[src/rtl/ring_phase_dec_pkg.sv]
// ring_pkg: state encoding and width helper shared by the ring phase decoder files.
package ring_pkg;
  localparam logic [1:0] ST_IDLE   = 2'd0;
  localparam logic [1:0] ST_TRACK  = 2'd1;
  localparam logic [1:0] ST_LOCKED = 2'd2;
  localparam logic [1:0] ST_FAULT  = 2'd3;
  typedef enum logic [1:0] {
    S_IDLE   = ST_IDLE,
    S_TRACK  = ST_TRACK,
    S_LOCKED = ST_LOCKED,
    S_FAULT  = ST_FAULT
  } state_t;
  function automatic int idx_w(input int n);
    return (n > 1) ? $clog2(n) : 1;
  endfunction
endpackage

[src/rtl/ring_phase_dec_if.sv]
// ring_phase_dec_if: ring sample inputs and decoded outputs; err_cnt exists only with RING_PHASE_DEC_ERR_CNT_EN.
interface ring_phase_dec_if import ring_pkg::*; #(
  parameter int N     = 4,
  parameter int REV_W = 8
);
  logic [N-1:0]          ring_in;
  logic                  en;
  logic                  clr;
  logic [idx_w(N)-1:0]   phase;
  logic                  phase_vld;
  logic                  locked;
  logic [REV_W-1:0]      rev_cnt;
  logic                  err;
`ifdef RING_PHASE_DEC_ERR_CNT_EN
  logic [7:0]            err_cnt;
`endif
  modport master (
    output ring_in, en, clr,
    input  phase, phase_vld, locked, rev_cnt, err
`ifdef RING_PHASE_DEC_ERR_CNT_EN
    , input err_cnt
`endif
  );
  modport slave (
    input  ring_in, en, clr,
    output phase, phase_vld, locked, rev_cnt, err
`ifdef RING_PHASE_DEC_ERR_CNT_EN
    , output err_cnt
`endif
  );
endinterface

[src/rtl/ring_phase_dec_onehot_enc.sv]
// onehot_enc: flags an exactly-one-bit-set ring sample and returns the set bit position.
module onehot_enc import ring_pkg::*; #(
  parameter int N = 4
) (
  input  logic [N-1:0]        ring_in,
  output logic                onehot,
  output logic [idx_w(N)-1:0] idx
);
  localparam int PW = idx_w(N);
  assign onehot = (ring_in != '0) && ((ring_in & (ring_in - N'(1))) == '0);
  always_comb begin
    idx = '0;
    for (int i = 0; i < N; i++) if (ring_in[i]) idx = PW'(i);
  end
endmodule

[src/rtl/ring_phase_dec.sv]
// ring_phase_dec: one-hot ring monitor producing phase, lock, revolution count and sticky error.
// Define RING_PHASE_DEC_ERR_CNT_EN to add the saturating LOCKED->FAULT counter err_cnt.
module ring_phase_dec import ring_pkg::*; #(
  parameter int N        = 4,
  parameter int LOCK_CNT = 4,
  parameter int REV_W    = 8
) (
  input  logic             clk,
  input  logic             rst,
  ring_phase_dec_if.slave  bus
);
  localparam int PW = idx_w(N);
  localparam int GW = idx_w(LOCK_CNT + 1);
  localparam logic [GW-1:0] LOCK_TGT = GW'(LOCK_CNT);
  state_t           state, state_n;
  logic [GW-1:0]    good, good_n;
  logic [PW-1:0]    idx, phase_q, next_idx;
  logic [REV_W-1:0] rev_q;
  logic             onehot, step_ok, sample, to_fault, rev_inc, vld_q, err_q;
  onehot_enc #(.N(N)) u_enc (.ring_in(bus.ring_in), .onehot(onehot), .idx(idx));
  assign sample   = bus.en && !bus.clr;
  assign next_idx = (phase_q == PW'(N - 1)) ? '0 : phase_q + 1'b1;
  assign step_ok  = onehot && (idx == next_idx);
  assign rev_inc  = sample && (state == S_LOCKED) && step_ok && (idx == '0);
  always_comb begin
    state_n  = state;
    good_n   = good;
    to_fault = 1'b0;
    if (sample) begin
      case (state)
        S_IDLE, S_FAULT: begin
          state_n = onehot ? S_TRACK : S_IDLE;
          good_n  = '0;
        end
        S_TRACK: begin
          good_n  = step_ok ? good + 1'b1 : '0;
          state_n = step_ok ? ((good_n == LOCK_TGT) ? S_LOCKED : S_TRACK)
                            : (onehot ? S_TRACK : S_IDLE);
        end
        S_LOCKED: begin
          state_n  = step_ok ? S_LOCKED : S_FAULT;
          to_fault = !step_ok;
        end
        default: state_n = S_IDLE;
      endcase
    end
  end
  always_ff @(posedge clk or posedge rst) begin
    if (rst) begin
      state   <= S_IDLE;
      good    <= '0;
      phase_q <= '0;
      vld_q   <= 1'b0;
      rev_q   <= '0;
      err_q   <= 1'b0;
    end else if (bus.clr) begin
      state <= S_IDLE;
      good  <= '0;
      vld_q <= 1'b0;
      rev_q <= '0;
      err_q <= 1'b0;
    end else if (bus.en) begin
      state <= state_n;
      good  <= good_n;
      vld_q <= onehot;
      if (onehot) phase_q <= idx;
      rev_q <= rev_q + REV_W'(rev_inc);
      err_q <= err_q | to_fault;
    end
  end
`ifdef RING_PHASE_DEC_ERR_CNT_EN
  logic [7:0] ecnt;
  always_ff @(posedge clk or posedge rst) begin
    if (rst) ecnt <= '0;
    else if (bus.clr) ecnt <= '0;
    else if (to_fault && ecnt != 8'hFF) ecnt <= ecnt + 1'b1;
  end
  assign bus.err_cnt = ecnt;
`endif
  assign bus.phase     = phase_q;
  assign bus.phase_vld = vld_q;
  assign bus.locked    = (state == S_LOCKED);
  assign bus.rev_cnt   = rev_q;
  assign bus.err       = err_q;
endmodule
[src/flat_wrapper.sv]
// flat-port wrapper written by rule: the top's interface ports become plain ports
module ring_phase_dec_flat import ring_pkg::*;
#(
  parameter int N        = 4,
  parameter int LOCK_CNT = 4,
  parameter int REV_W    = 8
)
  (clk, rst, bus_ring_in, bus_en, bus_clr, bus_phase, bus_phase_vld, bus_locked, bus_rev_cnt, bus_err);
  ring_phase_dec_if #(.N(N), .REV_W(REV_W)) bus_i ();
  input  logic clk;
  input  logic rst;
  input wire logic [$bits(bus_i.ring_in)-1:0] bus_ring_in;
  input wire logic [$bits(bus_i.en)-1:0] bus_en;
  input wire logic [$bits(bus_i.clr)-1:0] bus_clr;
  output wire logic [$bits(bus_i.phase)-1:0] bus_phase;
  output wire logic [$bits(bus_i.phase_vld)-1:0] bus_phase_vld;
  output wire logic [$bits(bus_i.locked)-1:0] bus_locked;
  output wire logic [$bits(bus_i.rev_cnt)-1:0] bus_rev_cnt;
  output wire logic [$bits(bus_i.err)-1:0] bus_err;
  assign bus_i.ring_in = bus_ring_in;
  assign bus_i.en = bus_en;
  assign bus_i.clr = bus_clr;
  assign bus_phase = bus_i.phase;
  assign bus_phase_vld = bus_i.phase_vld;
  assign bus_locked = bus_i.locked;
  assign bus_rev_cnt = bus_i.rev_cnt;
  assign bus_err = bus_i.err;
  ring_phase_dec #(.N(N), .LOCK_CNT(LOCK_CNT), .REV_W(REV_W)) u_core (.clk(clk), .rst(rst), .bus(bus_i));
endmodule
[config.mk]
export PLATFORM = sky130hd
export DESIGN_NAME = ring_phase_dec_flat
export DESIGN_NICKNAME = d
export VERILOG_FILES = /design/src/rtl/ring_phase_dec_pkg.sv /design/src/rtl/ring_phase_dec_if.sv /design/src/rtl/ring_phase_dec_onehot_enc.sv /design/src/rtl/ring_phase_dec.sv /design/src/flat_wrapper.sv
export SDC_FILE = /design/constraint.sdc
export NUM_CORES = 1
export LEC_CHECK = 0
export CORE_UTILIZATION = 56
export CTS_BUF_LIST = sky130_fd_sc_hd__clkbuf_4 sky130_fd_sc_hd__clkbuf_8
export DETAILED_ROUTE_END_ITERATION = 6
export PLACE_DENSITY = 0.82
export SLEW_MARGIN = 20
export SYNTH_ARGS = -nofsm -noshare
export SYNTH_HDL_FRONTEND = slang
export SYNTH_HIERARCHICAL = 1
export SYNTH_SLANG_ARGS = --single-unit
[constraint.sdc]
create_clock -name clk -period 5.5 [get_ports clk]
set_clock_uncertainty 0.15 [all_clocks]
set_input_delay 1.1 -clock clk [delete_from_list [all_inputs] [get_ports clk]]
set_output_delay 1.1 -clock clk [all_outputs]
set_load 0.1 [all_outputs]
==> results of run 1 <==
through the flow:
step	cells	cell area [sq um]	utilization, %	hold WS, ns	worst slack, ns
after global placement	145	1240	72.5	0.330	1.58
after CTS	149	1270	74.1	0.373	1.73
final	149	1270	74.1	0.368	1.70
after global routing	149	1270	74.1	0.394	1.55
after detailed placement	145	1240	72.5	0.346	1.41
after floorplan	102	1020	-	0.304	2.17
per-layer routing:
metal  up-vias  routed length (um)  global-route usage, %  part of all wire, %
li1        409                   -                      -                    -
met1       411                1010                   32.4                   47
met2        20                1040                   34.1                   48
met3         4                  81                   5.31                  3.8
met4         0                  21                   14.5                 0.98
met5         -                   0                      0                    0
cells in the mapped netlist (2+ instances only):
cell	n	area, sq um
dfrtp_1	17	425
nand2_1	10	37.5
nor2_1	9	33.8
ha_1	5	62.6
o21ai_0	5	25.0
inv_1	4	15.0
mux2i_1	4	40.0
nor2b_1	4	25.0
xor2_1	4	35.0
a21oi_1	3	15.0
nand3_1	3	15.0
nand4_1	3	18.8
a41oi_1	2	17.5
mux2_2	2	22.5
o211ai_1	2	15.0
or3_1	2	12.5
or4b_1	2	20.0
where the power goes:
part           leakage, uW  total, uW  internal (uW)  switching (uW)
Sequential        0.000231        135            130            4.83
Clock            0.0000177       68.8           27.1            41.8
Combinational     0.000309       95.0           32.2            62.8
Total             0.000558        299            189             109
cell families (layout without fill, tap and decap cells):
kind of cell | after synthesis | count (layout) | synth area share (%)
compound gates | 16 | 16 | 10.5
xor+xnor | 6 | 6 | 5.91
fa+ha+maj | 5 | 5 | 6.16
buf+inv | 6 | 28 | 2.34
flops | 17 | 17 | 41.9
mux | 7 | 7 | 7.64
simple gates | 45 | 45 | 25.6
worst min path at each step:
stage | from | end | slack [ns]
global route | u_core/good[1]$_DFFE_PP0P_ | u_core/good[1]$_DFFE_PP0P_ | 0.39
global placement | u_core/good[2]$_DFFE_PP0P_ | u_core/good[2]$_DFFE_PP0P_ | 0.33
detailed placement | u_core/good[2]$_DFFE_PP0P_ | u_core/good[2]$_DFFE_PP0P_ | 0.35
finish | u_core/good[1]$_DFFE_PP0P_ | u_core/good[1]$_DFFE_PP0P_ | 0.37
CTS | u_core/good[2]$_DFFE_PP0P_ | u_core/good[2]$_DFFE_PP0P_ | 0.37
floorplan | u_core/good[1]$_DFFE_PP0P_ | u_core/good[1]$_DFFE_PP0P_ | 0.30
flip-flops by register name, indices dropped and copies added, names as in the netlist:
signal	flops
u_core/bus.rev_cnt	8
u_core/state	2
u_core/bus.phase_vld	1
u_core/bus.err	1
u_core/good	3
u_core/bus.phase	2
final cells by class:
class | instances | area [sq um] | share of cell area, %
Inverter | 4 | 15.0 | 1.19
Clock inverter | 1 | 5.00 | 0.395
Tap cell | 25 | 31.3 | 2.47
Sequential cell | 17 | 425 | 33.6
Clock buffer | 3 | 22.5 | 1.78
Timing Repair Buffer | 20 | 200 | 15.8
Multi-Input combinational cell | 79 | 567 | 44.8
worst max-delay path, stage by stage:
cell and delay (ns):
clkdlybuf4s50_1 0.47, or2_2 0.38, o211ai_1 0.46, nand3_2 0.14, nor4b_2 0.33, ha_1 0.23
nand4_1 0.20, or3_1 0.40, a21oi_1 0.15
cells in the final DEF, fill, tap and decap left out, drive strengths merged, types with 2 or more instances in the layout:
| master | instances |
|---|---|
| clkdlybuf4s50 | 20 |
| dfrtp | 17 |
| nand2 | 10 |
| nor2 | 9 |
| o21ai | 5 |
| ha | 5 |
| nor2b | 5 |
| mux2i | 4 |
| inv | 4 |
| xor2 | 4 |
| nand3 | 4 |
| clkbuf | 3 |
| a21oi | 3 |
| nand4 | 3 |
| mux2 | 3 |
| o211ai | 2 |
| a41oi | 2 |
| or3 | 2 |
| or4b | 2 |
| and2b | 2 |
| xnor2 | 2 |
==> out/qor.yml, run 1 <==
critPathCapture: "u_core/bus.rev_cnt[5]$_DFFE_PP0P_"
cts_hold_buf: 0
clk-insertion-delay-late_ns: 0.29
ys_async_sr_fraction_pct: 100
gp_congestion: 0.835
cap_violations: 0
worstRegToRegCells: 8
worst_ir_drop_vdd_mv: 0.262
status: "completed"
ios: 21
cts_tree: "built"
vias: 844
num-fill-cells: 131
core_area_sq_um: 1710
p_leak_uw: 0.000558
reg2reg_to: "u_core/bus.rev_cnt[5]$_DFFE_PP0P_"
antenna_found_initial: 0
worstPathMaxFanout: 7
critPathArrivalTime_ns: 3.86
grt_pass1_wl_um: 3370
overflow: 0
first_pass_iters: 4
area_delta_synth_final_pct: 24.6
io_buffers: 20
synthCells: 102
maxSlewHeadroom_pct: 34.9
post_cts_buffers: 0
avgRoutedWirePerCell_um: 14.4
fp.dieH_um: 44.6
timing.rr.start: "u_core/bus.phase[1]$_DFFE_PP0P_"
cts.repair.resized: 0
drive_gt1_share_pct: 11.3
hold_depth: 2
syn_avg_cell_area_sq_um: 9.96
cts.sinks: 17
setup_violations: 0
yosysWarnings: 6
grt_max_degree: 18
hpwl_um: 1610
initial_core_util_pct: 59.5
cts-buffers-inserted: 3
synth_cell_types: 38
period_share_pct: 69.1
drv_slew: 0
drc: 0
startpoint: "bus_ring_in[3]"
nets: 138
num_antenna_cells: 0
worst_slew_pin_slew_ns: 0.974
hold_viol: 0
fp.dieW_um: 44.6
start_kind: "primary input"
critPathRequiredTime_ns: 5.56
root_buffer: "clkbuf_4"
drt_iter0_drc: 42
power_uw: 299
crit_type: "primary input to flop"
grt_setup_unrepaired: "false"
fp.dieArea_sq_um: 1990
synth-seq-cells: 17
routed_via_density: 5.66
power_density_nw_per_um2: 236
syn-cell-area_sq_um: 1020
tns_ns: 0
grt_pass1_vias: 768
syn_nets: 115
clock.fmax_ghz: 0.263
min_path_type: "flop to flop"
grt_usage_pct: 23.7
routed_wirelength_um: 2150
postRouteAntennaNets: 0
ys.flop_type: "dfrtp_1"
reg2reg_slack_ns: 2.91
end_kind: "flop"
fp-row-count: 15
fin_crit_ns: 3.80
cts_buffer_depth: 2
clk_pin_slew_worst_paths_ns: 0.11
ys_seq_area_share_pct: 41.9
synth_edf_count: 0
htreeDepth: 1
Power figures use the tool's default switching activity.
==> run 2: changes to the inputs <==
- CORE_UTILIZATION: 56 -> 52
- PLACE_DENSITY: 0.82 -> 0.77
- clock period: 5.5 -> 3.6 ns (I/O delays scaled with it)
==> run 2 against run 1 <==
Against the previous run: clock power up 58%; die area up 7.3%; utilization down 3.0 points; final cell count up 2.0%; critical path depth up 1; register-to-register slack worse by 1.8 ns; worst setup slack worse by 1.3 ns; critical endpoint unchanged; highest routed layer unchanged.
==> out/qor.yml, run 2 (synthesized netlist as in run 1, its figures left out) <==
clk_pin_slew_worst_paths_ns: 0.10  # about the same
largest_reg_flops: 8  # unchanged
critPathArrivalTime_ns: 3.28  # -0.58 ns
slowest_stage: "clkdlybuf4s50_1"
worst_slew_pin_slew_ns: 0.974  # +0.000507 ns
grt_pass1_wl_um: 3330  # -1.5%
drc: 0  # unchanged
worstPathMaxFanout: 5  # -2
grt_setup_unrepaired: "false"
timing.rr.start: "u_core/bus.phase[1]$_DFFE_PP0P_"
tns_ns: 0  # unchanged
cts_hold_buf: 0  # unchanged
min_path_type: "flop to flop"
gp_congestion: 0.852  # +1.9%
fp-row-count: 15  # unchanged
ios: 21  # unchanged
overflow: 0  # unchanged
end_kind: "flop"
routed_via_density: 5.42  # -4.3%
grt_pass1_vias: 751  # -2.2%
grt_max_degree: 18  # unchanged
fp.dieH_um: 46.2  # +3.6%
period_share_pct: 89.5
drive_gt1_share_pct: 20.5  # +9.2 points
drv_slew: 0  # unchanged
hold_viol: 0  # unchanged
fin_crit_ns: 3.22
start_kind: "primary input"
grt_usage_pct: 22.0  # -1.7 points
fp.dieW_um: 46.2  # +3.6%
num-fill-cells: 142  # +8.4%
layout_common_cells: "dfrtp_1 (17), buf_4 (12), clkdlybuf4s50_1 (11), nand2_1 (10), nor2_1 (9)"
status: "completed"
io_buffers: 20  # unchanged
maxSlewHeadroom_pct: 34.8  # about the same
setup_ws_ns: 0.378  # -1.32 ns
avgRoutedWirePerCell_um: 13.0  # -9.7%
min_from: "u_core/good[1]$_DFFE_PP0P_"
cts_tree: "built"
critPathRequiredTime_ns: 3.66  # -1.90 ns
path_cells: "clkdlybuf4s50_1 -> or2_2 -> xnor2_2 -> mux2_4 -> nand3_2 -> nor4b_2 -> ha_1 -> nand4_1 -> or3_1 -> a21oi_1"
nets: 141  # +2.2%
startpoint: "bus_ring_in[3]"
cap_violations: 0  # unchanged
initial_core_util_pct: 57.0  # -2.5 points
fp.dieArea_sq_um: 2130  # +7.3%
postRouteAntennaNets: 0  # unchanged
core_area_sq_um: 1780  # +4.4%
clk-insertion-delay-late_ns: 0.28  # about the same
cts_buffer_depth: 2  # unchanged
first_pass_iters: 5  # +1
root_buffer: "clkbuf_4"
finalNonFillerCells: 152  # +2.0%
antenna_found_initial: 0  # unchanged
drt_iter0_drc: 9  # -79%
cts-buffers-inserted: 3  # unchanged
p_leak_uw: 0.000590  # +5.6%
cts.sinks: 17  # unchanged
area_delta_synth_final_pct: 24.9
setup_violations: 0  # unchanged
num_antenna_cells: 0  # unchanged
vias: 824  # -2.4%
post_cts_buffers: 0  # unchanged
critPathMaxStageDelay_ns: 0.44  # -0.03 ns
clock.fmax_ghz: 0.310
final_common_cell: "dfrtp_1"
worst_ir_drop_vdd_mv: 0.314  # +20%
placed_cells: 148  # +2.1%
power_density_nw_per_um2: 362  # +54%
routed_wirelength_um: 1980  # -7.9%
hpwl_um: 1510  # -5.9%
htreeDepth: 1  # unchanged
pre_cts_ws_ns: 0.0655  # -1.35 ns
crit_type: "primary input to flop"
cts.repair.resized: 0  # unchanged
## run 2: stage by stage
step	power, uW	utilization [%]	hold slack, ns	instance area, sq um
2_1_floorplan	319	-	0.304	1020
6_report	459	71.2	0.363	1270
3_5_place_dp	354	69.5	0.335	1240
5_1_grt	481	71.2	0.401	1270
3_3_place_gp	352	69.5	0.336	1240
4_1_cts	464	71.2	0.360	1270
## run 2: report_power, final
part	internal [uW]	total, uW	leakage (uW)	switching [uW]
registers	199	207	0.000231	8.23
logic	49.1	143	0.000340	93.9
clock network	50.5	109	0.0000184	59.0
## run 2: final timing paths
path / endpoint / slack (ns) / cells past startpoint
setup reg to reg: u_core/bus.rev_cnt[5]$_DFFE_PP0P_ / 1.16 / 8
max in group asynchronous: u_core/bus.rev_cnt[1]$_DFFE_PP0P_ / 2.22 / 2
hold / removal: u_core/good[1]$_DFFE_PP0P_ / 0.36 / 2
setup / recovery: u_core/bus.rev_cnt[5]$_DFFE_PP0P_ / 0.38 / 10
min in group asynchronous: u_core/state[1]$_DFFE_PP0P_ / 0.67 / 2
hold reg to reg: u_core/good[1]$_DFFE_PP0P_ / 0.36 / 2
## run 2: routing by layer
layer	vias up	GRT usage, %	share of wire (%)
met5	-	0	0
met4	0	7.06	0.51
met2	18	31.3	45
li1	415	-	-
met3	2	4.31	3.8
met1	389	33.1	51
## run 2: final cells by class
class | instances | area (sq um) | area share, %
Tap cell | 25 | 31.3 | 2.47
Sequential cell | 17 | 425 | 33.5
Multi-Input combinational cell | 79 | 567 | 44.7
Clock buffer | 4 | 30.0 | 2.37
Timing Repair Buffer | 23 | 200 | 15.8
Inverter | 4 | 15.0 | 1.18
## run 2: worst max-delay path, delay by kind of cell
kind | cells | cell delay [ns]
muxes | 1 | 0.22
and+or+nand+nor | 5 | 1.32
xor gates and xnor gates | 1 | 0.24
adders and majority gates | 1 | 0.21
AOI/OAI and AO/OA | 1 | 0.14
buffers and inverters | 1 | 0.44
==> run 3: changes to the inputs <==
- SLEW_MARGIN: 20 -> 10
==> results of run 3 <==
The final DEF is identical to that of run 2; final timing and power are the same.
==> RTL change, RTL diff (config.mk and constraints of run 2) <==
`REV_W` is set to 8 in 3 places; all go to 6.
--- a/src/rtl/ring_phase_dec_if.sv
+++ b/src/rtl/ring_phase_dec_if.sv
@@ -2,5 +2,5 @@
 interface ring_phase_dec_if import ring_pkg::*; #(
   parameter int N     = 4,
-  parameter int REV_W = 8
+  parameter int REV_W = 6
 );
   logic [N-1:0]          ring_in;
--- a/src/rtl/ring_phase_dec.sv
+++ b/src/rtl/ring_phase_dec.sv
@@ -4,5 +4,5 @@
   parameter int N        = 4,
   parameter int LOCK_CNT = 4,
-  parameter int REV_W    = 8
+  parameter int REV_W    = 6
 ) (
   input  logic             clk,
--- a/src/flat_wrapper.sv
+++ b/src/flat_wrapper.sv
@@ -4,5 +4,5 @@
   parameter int N        = 4,
   parameter int LOCK_CNT = 4,
-  parameter int REV_W    = 8
+  parameter int REV_W    = 6
 )
   (clk, rst, bus_ring_in, bus_en, bus_clr, bus_phase, bus_phase_vld, bus_locked, bus_rev_cnt, bus_err);
Interface: changed (resized bus_rev_cnt); port bits go from 21 to 19. No check against the original RTL was run, so the function may have changed too.
==> RTL change against run 2 <==
The run now ends with DRC left; critical path depth is 1 lower; setup slack better by 0.29 ns; final area is 12% lower; sequential cell count is 2 lower; synthesized area is 12% lower; count of clock-buffer cells in the layout is 1 lower; routed wire length is 11% lower; critical path type unchanged; critical endpoint unchanged; clock power is 11% lower; total power is 8.1% lower; sequential power is 11% lower; core utilization is 0.27 points higher.
==> RTL change: results (changes against run 2) <==
worst IR drop on VDD=0.453 mV (+44%); leakage=0.506 nW (-14%); # fillers=127 (-11%); I/O Buffers=18 (-10%); GR Util All Layers=0.224 (+0.00401); Post-Synth XOR/XNOR Area=0.0589 (-0.000207); wire per inst=13.9 um (+6.7%); Top Metal Used=met4; clock slew at reported path FFs=0.10 ns (about the same); Mapped Nets=102 (-11%); routed wl met3=64 um (-15%); met3 Use GR=0.0500 (+0.00686); DP HPWL=1310 um (-14%); nets=126 (-11%); met2 WL=821 um (-8.0%); WP data arrival=3.00 ns (-0.28 ns); gr busiest metal=met2; Synth top cells by count=dfrtp_1, nor2_1, ha_1, inv_1; Clock Latency Late Sink=0.29 ns; status=complete, but fails checks; DRC=5 (+5); failing checks=DRC; M1 WL=858 um (-14%); Placement Setup Slack=0.372 ns (+0.306 ns); largest net degree at the start of global routing=16 (-2); setup_tns=0 ns (unchanged); top area cells in the synthesized netlist=dfrtp_1, ha_1, nor2_1, mux2_2, mux2i_1; met2 GRT Util=0.348 (+0.0358); critical path's largest stage delay=0.52 ns (+0.08 ns); vias in the first global route=710 (-5.5%); Seq/Total Area, Yosys=0.421 (+0.00204); Synth cell types=33 (-13%); Synth Area in Compound Gates=0.132 (+0.0272); first-pass GRT wire length=3140 um (-5.6%); Rel. slew slack=0.352 (+0.00404); layout cells sized above 1=0.216 (+0.0115); max reg flops=6 (-2); via-per-instance ratio=5.64 (+4.0%); GP Congestion=0.738 (-13%); CP max FO=4 (-1); Pre-antenna DRT Iters=6 (+1); largest family of logic cells by synthesized area=simple AND/OR/NAND/NOR gates; met1 usage=0.301 (-0.0295); adder-cell share of the synthesized area=0.0842 (+0.0226); initial antenna violation count=0 (unchanged); proportion of synthesized area in mux cells=0.0715 (-0.00483); H-tree levels=1 (unchanged); Crit-path slowest cell=or4b_1; 1st-iter DRT viols=30 (+21)
RTL change: cell count changes after synthesis, sizes merged, moves of 2 or more:
cell / delta
nand3: -2
nor2: +2
and4: +2
and2b: -2
dfrtp: -2
a31oi: +2
nor2b: -4
nand2: -6
o21ai: -2
a41oi: -2
RTL change: cell type report:
cell class | count | area, sq um | area share
flip-flops and latches | 15 | 375 | 0.337
inverters | 5 | 18.8 | 0.0169
well taps | 16 | 20.0 | 0.0180
repair buffers | 21 | 183 | 0.164
multi-input cells | 66 | 489 | 0.439
clock inverters | 1 | 5.00 | 0.00449
clock buffers | 3 | 22.5 | 0.0202
RTL change: metrics by stage:
step,cells,cell area [sq um]
after floorplan,88,892
after global placement,123,1090
after detailed placement,123,1090
final,127,1110
after CTS,127,1110
after global routing,127,1110
RTL change: where the power goes:
part	internal (W)	switching, W	total [W]
sequential	0.000176	0.00000777	0.000184
clock	0.0000413	0.0000555	0.0000968
combinational	0.0000460	0.0000955	0.000142
total	0.000264	0.000159	0.000422
RTL change: worst paths after layout:
path                                           from                     to  slack (ns)  depth (start not counted)
worst max-delay path                 bus_ring_in[1]  u_core/bus.rev_cnt[5]        0.67                          9
worst min-delay path                 u_core/bus.err         u_core/bus.err        0.37                          2
worst max register to register  u_core/bus.phase[0]  u_core/bus.rev_cnt[5]        1.21                          8
worst min register to register       u_core/bus.err         u_core/bus.err        0.37                          2
max in group asynchronous                       rst         u_core/bus.err        2.30                          2
min in group asynchronous                       rst         u_core/good[2]        0.62                          2
RTL change: worst min-delay path: stages, from the launching register on:
cell,delay [ns]
dfrtp_1,0.36
a31oi_1,0.05
nor2_1,0.08
